[config.mk]
export PLATFORM = sky130hd
export DESIGN_NAME = lsu_mem_ctrl
export DESIGN_NICKNAME = d
export VERILOG_FILES = /design/src/rtl/lsu_mem_ctrl.sv
export SDC_FILE = /design/constraint.sdc
export NUM_CORES = 1
export LEC_CHECK = 0
export ABC_AREA = 1
export BUFFER_PORTS_ARGS = -buffer_cell sky130_fd_sc_hd__buf_2
export CAP_MARGIN = 10
export CORE_ASPECT_RATIO = 0.6
export CORE_MARGIN = 8
export CORE_UTILIZATION = 50
export CTS_CLUSTER_SIZE = 16
export DETAILED_ROUTE_END_ITERATION = 6
export PLACE_DENSITY = 0.78
export SLEW_MARGIN = 0
export SYNTH_ARGS = -nofsm -noshare
export SYNTH_HDL_FRONTEND = slang
export SYNTH_SLANG_ARGS = --single-unit
[constraint.sdc]
create_clock -name clk -period 2.9 [get_ports clk]
set_clock_uncertainty 0.1 [all_clocks]
set_input_delay 0.58 -clock clk [delete_from_list [all_inputs] [get_ports clk]]
set_output_delay 0.58 -clock clk [all_outputs]
set_load 0.1 [all_outputs]
[src/rtl/lsu_mem_ctrl.sv]
// Load/store controller: effective address, lane steering and AXI4-Lite AR/R and AW/W/B sequencing.
// Optional macro LSU_MISALIGN_TRAP_EN: misaligned requests complete with err_o=1 and no bus traffic.
module lsu_mem_ctrl #(
  parameter int unsigned ADDR_W = 32,
  parameter int unsigned DATA_W = 32
) (
  input  logic                  clk,
  input  logic                  rst,
  input  logic                  req_valid_i,
  output logic                  req_ready_o,
  input  logic [3:0]            lsu_op_i,
  input  logic [DATA_W-1:0]     imm_i,
  input  logic [DATA_W-1:0]     rdata1_i,
  input  logic [DATA_W-1:0]     rdata2_i,
  output logic [ADDR_W-1:0]     araddr_o,
  output logic                  arvalid_o,
  input  logic                  arready_i,
  input  logic [DATA_W-1:0]     rdata_i,
  input  logic [1:0]            rresp_i,
  input  logic                  rvalid_i,
  output logic                  rready_o,
  output logic [ADDR_W-1:0]     awaddr_o,
  output logic                  awvalid_o,
  input  logic                  awready_i,
  output logic [DATA_W-1:0]     wdata_o,
  output logic [DATA_W/8-1:0]   wstrb_o,
  output logic                  wvalid_o,
  input  logic                  wready_i,
  input  logic [1:0]            bresp_i,
  input  logic                  bvalid_i,
  output logic                  bready_o,
  output logic                  done_o,
  output logic [DATA_W-1:0]     ldata_o,
  output logic                  err_o
);

  localparam int unsigned STRB_W = DATA_W / 8;
  localparam int unsigned OFF_W  = $clog2(STRB_W);

  typedef enum logic [2:0] {IDLE, RADDR, RDATA, WREQ, WRESP, DONE} state_e;

  state_e               state_q;
  logic [OFF_W-1:0]     off_q;
  logic [3:0]           op_q;
  logic [ADDR_W-1:0]    araddr_q, awaddr_q;
  logic                 arvalid_q, rready_q, awvalid_q, wvalid_q, bready_q, done_q, err_q;
  logic [DATA_W-1:0]    wdata_q, ldata_q;
  logic [STRB_W-1:0]    wstrb_q;

  logic [DATA_W-1:0]    sum_d, wdata_d, shifted_d, ldata_d;
  logic [ADDR_W-1:0]    ea_d, aligned_d;
  logic [OFF_W-1:0]     off_d;
  logic [STRB_W-1:0]    strb_d;
  logic [31:0]          off_n, bytes_n, nbits_n;
  logic                 illegal_d, trap_d, sgn_d;

  always_comb begin
    sum_d     = rdata1_i + imm_i;
    ea_d      = ADDR_W'(sum_d);
    aligned_d = ea_d;
    aligned_d[OFF_W-1:0] = '0;
    off_d     = ea_d[OFF_W-1:0];
    off_n     = 32'(off_d);
    bytes_n   = 32'd1 << lsu_op_i[1:0];
    // Lanes past the top of the bus fall outside the loop and are dropped.
    strb_d = '0;
    for (int unsigned i = 0; i < STRB_W; i++) begin
      strb_d[i] = (i >= off_n) && (i < off_n + bytes_n);
    end
    wdata_d   = rdata2_i << {off_d, 3'b000};
    illegal_d = (lsu_op_i[1:0] == 2'd3) && (DATA_W != 64);
`ifdef LSU_MISALIGN_TRAP_EN
    trap_d = illegal_d || ((off_n & (bytes_n - 32'd1)) != 32'd0) || (off_n + bytes_n > STRB_W);
`else
    trap_d = illegal_d;
`endif
  end

  always_comb begin
    shifted_d = rdata_i >> {off_q, 3'b000};
    nbits_n   = 32'd8 << op_q[1:0];
    sgn_d     = 1'b0;
    for (int unsigned i = 0; i < DATA_W; i++) begin
      if (i == nbits_n - 32'd1) sgn_d = shifted_d[i];
    end
    ldata_d = '0;
    for (int unsigned i = 0; i < DATA_W; i++) begin
      ldata_d[i] = (i < nbits_n) ? shifted_d[i] : (sgn_d & ~op_q[2]);
    end
  end

  always_ff @(posedge clk or negedge rst) begin
    if (!rst) begin
      state_q   <= IDLE;
      off_q     <= '0;
      op_q      <= '0;
      araddr_q  <= '0;
      awaddr_q  <= '0;
      arvalid_q <= 1'b0;
      rready_q  <= 1'b0;
      awvalid_q <= 1'b0;
      wvalid_q  <= 1'b0;
      bready_q  <= 1'b0;
      done_q    <= 1'b0;
      err_q     <= 1'b0;
      wdata_q   <= '0;
      wstrb_q   <= '0;
      ldata_q   <= '0;
    end else begin
      done_q <= 1'b0;
      case (state_q)
        IDLE: if (req_valid_i) begin
          off_q <= off_d;
          op_q  <= lsu_op_i;
          if (trap_d) begin
            err_q   <= 1'b1;
            ldata_q <= '0;
            state_q <= DONE;
          end else if (lsu_op_i[3]) begin
            awaddr_q  <= aligned_d;
            wdata_q   <= wdata_d;
            wstrb_q   <= strb_d;
            awvalid_q <= 1'b1;
            wvalid_q  <= 1'b1;
            state_q   <= WREQ;
          end else begin
            araddr_q  <= aligned_d;
            arvalid_q <= 1'b1;
            state_q   <= RADDR;
          end
        end
        RADDR: if (arready_i) begin
          arvalid_q <= 1'b0;
          rready_q  <= 1'b1;
          state_q   <= RDATA;
        end
        RDATA: if (rvalid_i) begin
          rready_q <= 1'b0;
          ldata_q  <= ldata_d;
          err_q    <= |rresp_i;
          done_q   <= 1'b1;
          state_q  <= DONE;
        end
        WREQ: begin
          if (awready_i) awvalid_q <= 1'b0;
          if (wready_i)  wvalid_q  <= 1'b0;
          if ((!awvalid_q || awready_i) && (!wvalid_q || wready_i)) begin
            bready_q <= 1'b1;
            state_q  <= WRESP;
          end
        end
        WRESP: if (bvalid_i) begin
          bready_q <= 1'b0;
          ldata_q  <= '0;
          err_q    <= |bresp_i;
          done_q   <= 1'b1;
          state_q  <= DONE;
        end
        // Trapped requests enter DONE with done_q low and pulse one cycle later.
        DONE: begin
          if (done_q) state_q <= IDLE;
          else        done_q  <= 1'b1;
        end
        default: state_q <= IDLE;
      endcase
    end
  end

  assign req_ready_o = (state_q == IDLE);
  assign araddr_o    = araddr_q;
  assign arvalid_o   = arvalid_q;
  assign rready_o    = rready_q;
  assign awaddr_o    = awaddr_q;
  assign awvalid_o   = awvalid_q;
  assign wdata_o     = wdata_q;
  assign wstrb_o     = wstrb_q;
  assign wvalid_o    = wvalid_q;
  assign bready_o    = bready_q;
  assign done_o      = done_q;
  assign ldata_o     = ldata_q;
  assign err_o       = err_q;

endmodule
==> summary.md, run 1 <==
| Metric | Value |
|---|---|
| Largest net degree at the start of global routing | 65 |
| Fmax | 0.414 GHz |
| Fillcell total | 1656 |
| Slew Limit Headroom | 53.5% |
| HPWL Detailed | 25.2 mm |
| Syn Area/Cell | 6.73 µm² |
| Critical path type | flop to output pin |
| FF-to-FF Start | state_q[0]$_DFFE_PN0P_ |
| CTS HTree Levels | 4 |
| R2R cell count | 8 |
| CORE AREA | 17900 µm² |
| Initial DRT Pass Iterations | 5 |
| Synthesis Warnings | 0 |
| Worst-path fanout max | 7 |
| Post-synth top area share | 39.4% |
| Final setup vio count | 0 |
| Wire per inst | 17.0 µm |
| I/O pins | 284 |
| Crit start category | flop |
| TritonCTS buffer count | 17 |
| Post-synthesis sequential area ratio | 39.4% |
| CTS tree | built |
| FP Rows | 38 |
| Setup slack, reg-to-reg | 600 ps |
| Worst path required time | 2220 ps |
| Total Wirelength | 31.8 mm |
| Cts hold-fix bufs | 0 |
| Port bufs | 279 |
| Setup bufs post-CTS | 0 |
| Number of synthesized flops with an enable pin | 0 |
| First-pass GRT wire length | 50.0 mm |
| Die W | 190 µm |
| Most frequent cell after synthesis | nand2_1 |
| Worst-margin pin slew | 698 ps |
| Share of layout cells above drive strength 1 | 22.2% |
| Gpl congestion | 0.975 |
| Min-delay worst type | primary input to asynchronous set/reset pin |
| Bufs on Longest Clock Path | 2 |
| Initial antenna violation count | 1 |
| Max-slew violations | 0 |
| Fin. Hold Viols | 0 |
| Unique cell type count in the Yosys netlist | 43 |
| Top cells by count, synth | nand2_1 (571), inv_1 (165), dfrtp_1 (143), nand3_1 (95), nor2_1 (72) |
| Arr. time, crit path | 1740 ps |
| Residual DRC | 0 |
| Flops & latches, synth | 143 |
| Reg-to-reg critical path endpoint | ldata_o[19]$_DFFE_PN0P_ |
| Status | complete, no violations |
| Post-CTS Resized | 0 |
| Synth area leader | dfrtp_1 |
| DR vias/cell | 5.24 |
| Dominant synthesized flop cell | dfrtp_1 |
| Setup crit end kind | output pin |
| Clock Root Buffer | clkbuf_16 |
| Synth area leaders | dfrtp_1 (39%), nand2_1 (24%), inv_1 (6.8%) |
| Clk_lat worst skew | 420 ps |
| Die area | 22900 µm² |
| Post-synth ARST share | 100% |
| Inserted Diodes | 0 |
| Die height | 120 µm |
| Period utilization | 83.3% |
| Clock-pin slew on the worst setup and hold paths | 70 ps |
| Initial drt markers | 1136 |
| Via count | 9814 |
| Clock sink count | 143 |
| Cells after Synth | 1350 |
| Synth Cell Area | 9090 µm² |
| Tmin final | 2420 ps |
| Max-cap viol count | 0 |
| Gr ovfl total | 0 |
| # nets final | 1797 |
| Post-route ant nets | 0 |
| Overall Global Routing Usage | 27.3% |
| Layout area overhead | 24.5% |
| Fin Setup TNS | 0 ps |
| Number of global-route vias before repair | 9181 |
| RSZ-0062 raised after global routing | no |
| Starting Density | 50.7% |
==> layout make-up <==
| type | instances | area [µm²] | area share (%) |
|---|---|---|---|
| timing repair buffer | 297 | 1580 | 13.9 |
| tap | 240 | 300 | 2.65 |
| sequential | 143 | 3580 | 31.6 |
| clock inverter | 15 | 168 | 1.48 |
| clock buffer | 17 | 425 | 3.76 |
| inverter | 171 | 642 | 5.67 |
| multi-input combinational | 989 | 4630 | 40.9 |
==> through the flow <==
stage,cells,hold WS [ps],setup slack [ps],utilization (%),instance area [µm²]
floorplan,1353,184,525,-,9100
finish,1872,39.6,484,63.1,11300
CTS,1872,49.6,454,63.1,11300
detailed placement,1840,357,275,59.8,10700
global route,1872,76.0,409,63.1,11300
global placement,1840,351,334,59.8,10700
==> routing by layer <==
metal	track usage, %	share of wire, %	routed length (µm)	up-vias
li1	-	-	-	4771
met2	36.8	39	12500	533
met3	8.17	12	3870	38
met4	5.84	1.3	421	2
met5	0	0.031	10	-
met1	41.9	47	15100	4470
==> critical path, stage by stage, from the launching register on <==
cell and delay (ps):
dfrtp_1 470, nor3_4 340, buf_2 500
==> logic make-up (layout without fill, tap and decap cells) <==
logic type	Yosys count	in the layout	share of synthesized area [%]
adder cells (fa/ha/maj)	34	34	4.85
AO/OA/AOI/OAI	171	171	10.5
AND/OR/NAND/NOR	767	767	34.1
XOR/XNOR	11	11	1.06
multiplexers	2	2	0.220
other	1	4	0.0413
flip-flops	143	143	39.4
buffers and inverters	221	500	9.86
==> flip-flops by register name, indices dropped and copies added, names as in the netlist <==
register,cells
araddr_o,30
arvalid_o,1
awaddr_o,30
awvalid_o,1
bready_o,1
done_o,1
err_o,1
ldata_o,32
off_q,2
op_q,3
rready_o,1
state_q,3
wdata_o,32
wstrb_o,4
wvalid_o,1
==> layout by cell type (no fill, tap or decap), types with 3 or more instances in the layout <==
cell type | synthesis | routed
and2_1 | 3 | 3
clkbuf_16 | 0 | 17
nand2_1 | 571 | 571
o21ai_1 | 18 | 18
ha_1 | 32 | 32
inv_8 | 0 | 4
inv_6 | 0 | 5
o221ai_1 | 7 | 7
nand3_1 | 95 | 95
o211ai_1 | 5 | 5
conb_1 | 1 | 4
xor2_1 | 9 | 9
nor2_1 | 72 | 72
buf_12 | 0 | 3
buf_4 | 8 | 15
dfrtp_1 | 143 | 143
a21oi_1 | 47 | 47
nor2_2 | 4 | 4
nor3_1 | 3 | 3
a31oi_1 | 8 | 8
nand2_2 | 4 | 4
o21ai_2 | 9 | 9
inv_1 | 165 | 165
or2_2 | 6 | 6
inv_2 | 5 | 5
o21ai_0 | 69 | 69
buf_2 | 17 | 278
==> worst max-delay path by stage <==
stage                      startpoint                endpoint  cells past startpoint  slack (ps)
2_1_floorplan                imm_i[0]  wstrb_o[1]$_DFFE_PN0P_                      7         530
3_3_place_gp                 imm_i[0]  wstrb_o[1]$_DFFE_PN0P_                      8         330
3_5_place_dp                 imm_i[0]  wstrb_o[0]$_DFFE_PN0P_                      9         270
4_1_cts        state_q[2]$_DFFE_PN0P_             req_ready_o                      2         450
5_1_grt        state_q[2]$_DFFE_PN0P_             req_ready_o                      2         410
6_report       state_q[2]$_DFFE_PN0P_             req_ready_o                      2         480
Power of run 1 is not shown: default switching activity piles up to over one toggle a cycle in this logic, so the estimate is an artifact.
==> run 2, diff against run 1 <==
CORE_UTILIZATION = 47   (was 50)
PLACE_DENSITY = 0.77   (was 0.78)
clock period = 1.95 ns   (was 2.9 ns; I/O delays follow)
==> run 2 against run 1 <==
  * Final area increased by 6.6%
  * Critical path type is now primary input to flop
  * Cell count grew 4.2%
  * Global-route usage decreased by 0.76 points
  * Largest cell class unchanged
  * Utilization increased by 0.39 points
  * Worst setup slack got worse by 440 ps
  * Wire length grew 3.6%
  * Die area up 5.7%
  * Worst hold slack better by 86 ps
  * Clock-buffer cell count grew 1
==> summary.md, run 2 (synthesized netlist as in run 1, its figures left out) <==
| Metric | Value |
|---|---|
| Most frequent cells in the layout | nand2_1 (568), buf_2 (276), inv_1 (163) (was nand2_1 (571), buf_2 (278), inv_1 (165)) |
| CTS HTree Levels | 4 (unchanged) |
| Crit start category | primary input (was flop) |
| Worst path required time | 2170 ps (was 2220 ps) |
| Clock Root Buffer | clkbuf_16 (unchanged) |
| Min-delay worst type | primary input to flop (was primary input to asynchronous set/reset pin) |
| Critical Path Source | imm_i[2] (was state_q[2]$_DFFE_PN0P_) |
| Place WS | -508 ps (was 275 ps) |
| Gpl congestion | 0.968 (was 0.975) |
| Critical path type | primary input to flop (was flop to output pin) |
| Max-cap viol count | 0 (unchanged) |
| FP Rows | 39 (was 38) |
| Worst-margin pin slew | 532 ps (was 698 ps) |
| Bufs on Longest Clock Path | 2 (unchanged) |
| Clk_lat worst skew | 430 ps (was 420 ps) |
| Tightest hold margin | 125 ps (was 39.6 ps) |
| Total Wirelength | 33.0 mm (was 31.8 mm) |
| Initial DRT Pass Iterations | 6 (was 5) |
| Final cell utilization of the core | 63.5% (was 63.1%) |
| Wire per inst | 16.9 µm (was 17.0 µm) |
| Fin. Hold Viols | 0 (unchanged) |
| Slew Limit Headroom | 64.8% (was 53.5%) |
| I/O pins | 284 (unchanged) |
| Initial antenna violation count | 0 (was 1) |
| First-pass GRT wire length | 50.9 mm (was 50.0 mm) |
| Worst-path fanout max | 4 (was 7) |
| Clock sink count | 143 (unchanged) |
| Tmin final | 1910 ps |
| Starting Density | 47.9% (was 50.7%) |
| HPWL Detailed | 26.0 mm (was 25.2 mm) |
| FF-to-FF Start | off_q[0]$_DFFE_PN0P_ (was state_q[0]$_DFFE_PN0P_) |
| Post-route ant nets | 0 (unchanged) |
| Share of layout cells above drive strength 1 | 26.5% (was 22.2%) |
| Fmax | 0.524 GHz |
| Gr ovfl total | 0 (unchanged) |
| CORE AREA | 19000 µm² (was 17900 µm²) |
| Overall Global Routing Usage | 26.6% (was 27.3%) |
| Fin worst setup slack | 40.9 ps (was 484 ps) |
| Number of global-route vias before repair | 9394 (was 9181) |
| Hold wc startpoint | lsu_op_i[2] |
| TritonCTS buffer count | 17 (unchanged) |
| Placed Instances | 1913 (was 1840) |
| DR vias/cell | 5.14 (was 5.24) |
| CTS tree | built (unchanged) |
| Setup crit end kind | flop (was output pin) |
| Via count | 10000 (was 9814) |
| Initial drt markers | 889 (was 1136) |
| Period utilization | 97.9% |
| # nets final | 1870 (was 1797) |
| Port bufs | 279 (unchanged) |
| Die height | 124 µm (was 120 µm) |
| Status | complete, no violations (unchanged) |
| Max-slew violations | 0 (unchanged) |
| Die area | 24200 µm² (was 22900 µm²) |
| Clock-pin slew on the worst setup and hold paths | 60 ps (was 70 ps) |
| Arr. time, crit path | 2130 ps (was 1740 ps) |
| Residual DRC | 0 (unchanged) |
| Non-filler instance count after layout | 1951 (was 1872) |
| Largest net degree at the start of global routing | 43 (was 65) |
| Commonest non-fill, non-tap cell in the layout | nand2_1 (unchanged) |
| Layout area overhead | 32.7% (was 24.5%) |
| Die W | 196 µm (was 190 µm) |
| Final setup vio count | 0 (unchanged) |
## run 2: cell count changes in the layout (fill, tap and decap cells not counted), sizes merged
cell | before | now
inv | 179 | 171
clkinv | 4 | 8
clkbuf | 17 | 18
bufinv | 1 | 3
buf | 297 | 369
diode | 0 | 1
dlygate4sd3 | 0 | 1
## run 2: critical path, stage by stage
cell     delay (ps)
buf_2           110
ha_1            330
or2_2           330
nand3_1          90
nand2_1         100
nand2_1          70
nand2_1         150
nand2_1         220
nand3_1         140
nand3_1         140
nand2_1          60
## run 2: stage by stage
step | setup TNS (ps) | instance area, µm²
finish | 0 | 12100
global route | -51.6 | 12100
CTS | 0 | 12000
detailed placement | -27120 | 11300
global placement | -26150 | 11300
floorplan | -43490 | 9160
## run 2: layout make-up
| class | count | area [µm²] |
|---|---|---|
| fill | 1720 | 6930 |
| tap | 246 | 308 |
| clock buffer | 18 | 439 |
| inverter | 171 | 647 |
| clock inverter | 13 | 164 |
| antenna | 1 | 2.50 |
| sequential | 143 | 3580 |
| multi-input combinational | 989 | 4690 |
| timing repair buffer | 370 | 2220 |
## run 2: layer usage
metal	wire, µm	GRT usage [%]	up-vias
li1	-	-	4903
met1	16100	39.9	4610
met2	13300	36.6	477
met3	3210	7.83	33
met4	413	6.32	0
met5	0	0	-
## run 2: repair_timing
action / in CTS / in global routing
setup endpoints to repair: 4 / 82
hold buffers: 1 / 0
pin swaps: 1 / 6
hold endpoints to repair: 37 / 0
resized for setup: 3 / 26
setup buffers: 1 / 4
## run 2: path summary, 6_finish.rpt
check	endpoint	slack [ps]	depth (start not counted)
setup / recovery	awaddr_o[25]$_DFFE_PN0P_	40	11
hold / removal	op_q[2]$_DFFE_PN0P_	130	3
setup reg to reg	ldata_o[16]$_DFFE_PN0P_	130	10
hold reg to reg	ldata_o[25]$_DFFE_PN0P_	360	2
max in group asynchronous	awaddr_o[7]$_DFFE_PN0P_	800	3
min in group asynchronous	bready_o$_DFFE_PN0P_	360	2
Power of run 2 is left out for the same reason.
==> run 3, diff against run 2 <==
PLACE_DENSITY = default   (was 0.77)
PLACE_DENSITY_LB_ADDON = 0.3   (was default)
==> run 3 against run 2 <==
  * Worst setup slack worse by 70 ps
  * Highest routed layer is now met5
  * Critical path depth is 1 lower
  * Register-to-register slack worse by 80 ps
  * Sequential cell count unchanged
  * Die area unchanged
  * The run now ends with negative setup slack left
  * Utilization is 0.11 points higher
  * Clock-buffer cell count did not move
==> summary.md, run 3 (synthesized netlist as in run 1, its figures left out) <==
| Metric | Value |
|---|---|
| Status | finished, violations left (was complete, no violations) |
| Initial DRT Pass Iterations | 5 (was 6) |
| Final cell utilization of the core | 63.6% (was 63.5%) |
| Fmax | 0.505 GHz (was 0.524 GHz) |
| FP Rows | 39 (unchanged) |
| Commonest non-fill, non-tap cell in the layout | nand2_1 (unchanged) |
| Share of layout cells above drive strength 1 | 26.2% (was 26.5%) |
| Worst path required time | 2200 ps (was 2170 ps) |
| Slew Limit Headroom | 65.5% (was 64.8%) |
| Final setup vio count | 1 (was 0) |
| HPWL Detailed | 25.9 mm (was 26.0 mm) |
| CTS HTree Levels | 4 (unchanged) |
| Initial drt markers | 901 (was 889) |
| Port bufs | 279 (unchanged) |
| Period utilization | 102% (was 97.9%) |
| Die W | 196 µm (unchanged) |
| Arr. time, crit path | 2230 ps (was 2130 ps) |
| Wire per inst | 17.0 µm (was 16.9 µm) |
| Clock sink count | 143 (unchanged) |
| Die area | 24200 µm² (unchanged) |
| Bufs on Longest Clock Path | 2 (unchanged) |
| Min-delay worst type | primary input to flop (unchanged) |
| TritonCTS buffer count | 17 (unchanged) |
| Most frequent cells in the layout | nand2_1 (570), buf_2 (277), inv_1 (164) (was nand2_1 (568), buf_2 (276), inv_1 (163)) |
| Cell family with most CP delay | adder cells (was simple AND/OR/NAND/NOR gates) |
| Critical path type | primary input to flop (unchanged) |
| Clock-pin slew on the worst setup and hold paths | 60 ps (about the same) |
| Worst-path fanout max | 3 (was 4) |
| Setup crit end kind | flop (unchanged) |
| DR vias/cell | 5.19 (was 5.14) |
| CORE AREA | 19000 µm² (unchanged) |
| Crit. path cell count | 10 (was 11) |
| Fillcell total | 1728 (was 1720) |
| Tmin final | 1980 ps (was 1910 ps) |
| Initial antenna violation count | 5 (was 0) |
| Critical-path top delay cell | fa_2 (was ha_1) |
| Layout area overhead | 32.9% (was 32.7%) |
| Crit-path cells | buf_2, ha_1, inv_1, fa_2, fa_2, a21oi_2, a21oi_4, o21ai_1, o21ai_0, o21ai_1 (was buf_2, ha_1, or2_2, nand3_1, nand2_1, nand2_1, nand2_1, nand2_1, nand3_1, nand3_1, nand2_1) |
| Post-route ant nets | 0 (unchanged) |
| First-pass GRT wire length | 50.8 mm (was 50.9 mm) |
| RSZ-0062 raised after global routing | yes |
| Critical Path Max Stage Delay | 510 ps (was 330 ps) |
| Number of global-route vias before repair | 9425 (was 9394) |
| Hold Path Stages | 3 (unchanged) |
| # nets final | 1870 (unchanged) |
| Overall Global Routing Usage | 26.6% (about the same) |
| Max-cap viol count | 0 (unchanged) |
| Clock Root Buffer | clkbuf_16 (unchanged) |
| Placed Instances | 1915 (was 1913) |
| Die height | 124 µm (unchanged) |
| Total Wirelength | 33.1 mm (was 33.0 mm) |
| CTS tree | built (unchanged) |
| Largest net degree at the start of global routing | 46 (was 43) |
| I/O pins | 284 (unchanged) |
| Residual DRC | 0 (unchanged) |
| Tightest hold margin | 94.2 ps (was 125 ps) |
| Failing checks | negative setup slack |
| Worst-margin pin slew | 514 ps (was 532 ps) |
| Max-slew violations | 0 (unchanged) |
| Via count | 10100 (was 10000) |
| Gr ovfl total | 0 (unchanged) |
| Crit path buf inv count | 2 (was 1) |
| Non-filler instance count after layout | 1951 (unchanged) |
| Fin. Hold Viols | 0 (unchanged) |
| R2R cell count | 8 (was 10) |
| Gpl congestion | 0.971 (was 0.968) |
| Fin worst setup slack | -29.4 ps (was 40.9 ps) |
| Starting Density | 47.9% (unchanged) |
| Crit start category | primary input (unchanged) |
| Clk_lat worst skew | 430 ps (about the same) |
[run 3: cell types whose count changed in the layout (fill, tap and decap cells not counted), sizes merged]
cell / previous run / this run
buf: 369 / 368
inv: 171 / 173
clkinv: 8 / 4
nand2: 576 / 577
bufinv: 3 / 4
clkinvlp: 2 / 3
[run 3: worst register-to-register path, cell delays in order (launching register included)]
cell     delay, ps
dfrtp_2        470
nor3_4         220
buf_4          170
nand2_2         70
nor2_4         220
inv_4          120
nor2_4         180
nand2_2        140
o21ai_2        130
[run 3: final timing paths]
path / from / endpoint / slack (ps)
setup / recovery: imm_i[0] / wstrb_o[2]$_DFFE_PN0P_ / -30
hold / removal: lsu_op_i[2] / op_q[2]$_DFFE_PN0P_ / 90
setup reg to reg: state_q[2]$_DFFE_PN0P_ / wdata_o[4]$_DFFE_PN0P_ / 50
hold reg to reg: awaddr_o[2]$_DFFE_PN0P_ / awaddr_o[2]$_DFFE_PN0P_ / 360
max in group asynchronous: rst / awaddr_o[28]$_DFFE_PN0P_ / 880
min in group asynchronous: rst / ldata_o[31]$_DFFE_PN0P_ / 320
[run 3: metal layers]
metal  wire length (µm)  vias up  global-route usage (%)
li1                   -     4903                       -
met1              16000     4684                    39.7
met2              13100      485                    36.4
met3               3550       41                    9.12
met4                391        8                    5.23
met5                 45        -                       0
[run 3: layout make-up]
class | count | area [µm²] | area share, %
well taps | 246 | 308 | 2.55
flip-flops and latches | 143 | 3580 | 29.7
inverters | 171 | 647 | 5.36
multi-input cells | 990 | 4690 | 38.8
clock inverters | 13 | 184 | 1.52
clock buffers | 18 | 439 | 3.64
diodes | 1 | 2.50 | 0.0207
repair buffers | 369 | 2230 | 18.4
[run 3: through the flow]
| stage | setup slack (ps) | setup TNS, ps | cell area [µm²] |
|---|---|---|---|
| floorplan | -360 | -43490 | 9160 |
| global placement | -481 | -25530 | 11300 |
| detailed placement | -550 | -28600 | 11300 |
| CTS | 10.9 | 0 | 12000 |
| global route | -64.7 | -348 | 12100 |
| finish | -29.4 | -29.4 | 12100 |
[run 3: repair_timing]
item | 4_1_cts | 5_1_grt
gates resized for setup | 5 | 18
endpoints found under the setup margin | 18 | 95
pin swaps | 1 | 0
gates cloned | 0 | 1
hold buffers | 1 | 0
buffers inserted | 1 | 1
hold endpoints to repair | 23 | 0
Power of run 3 is left out for the same reason.
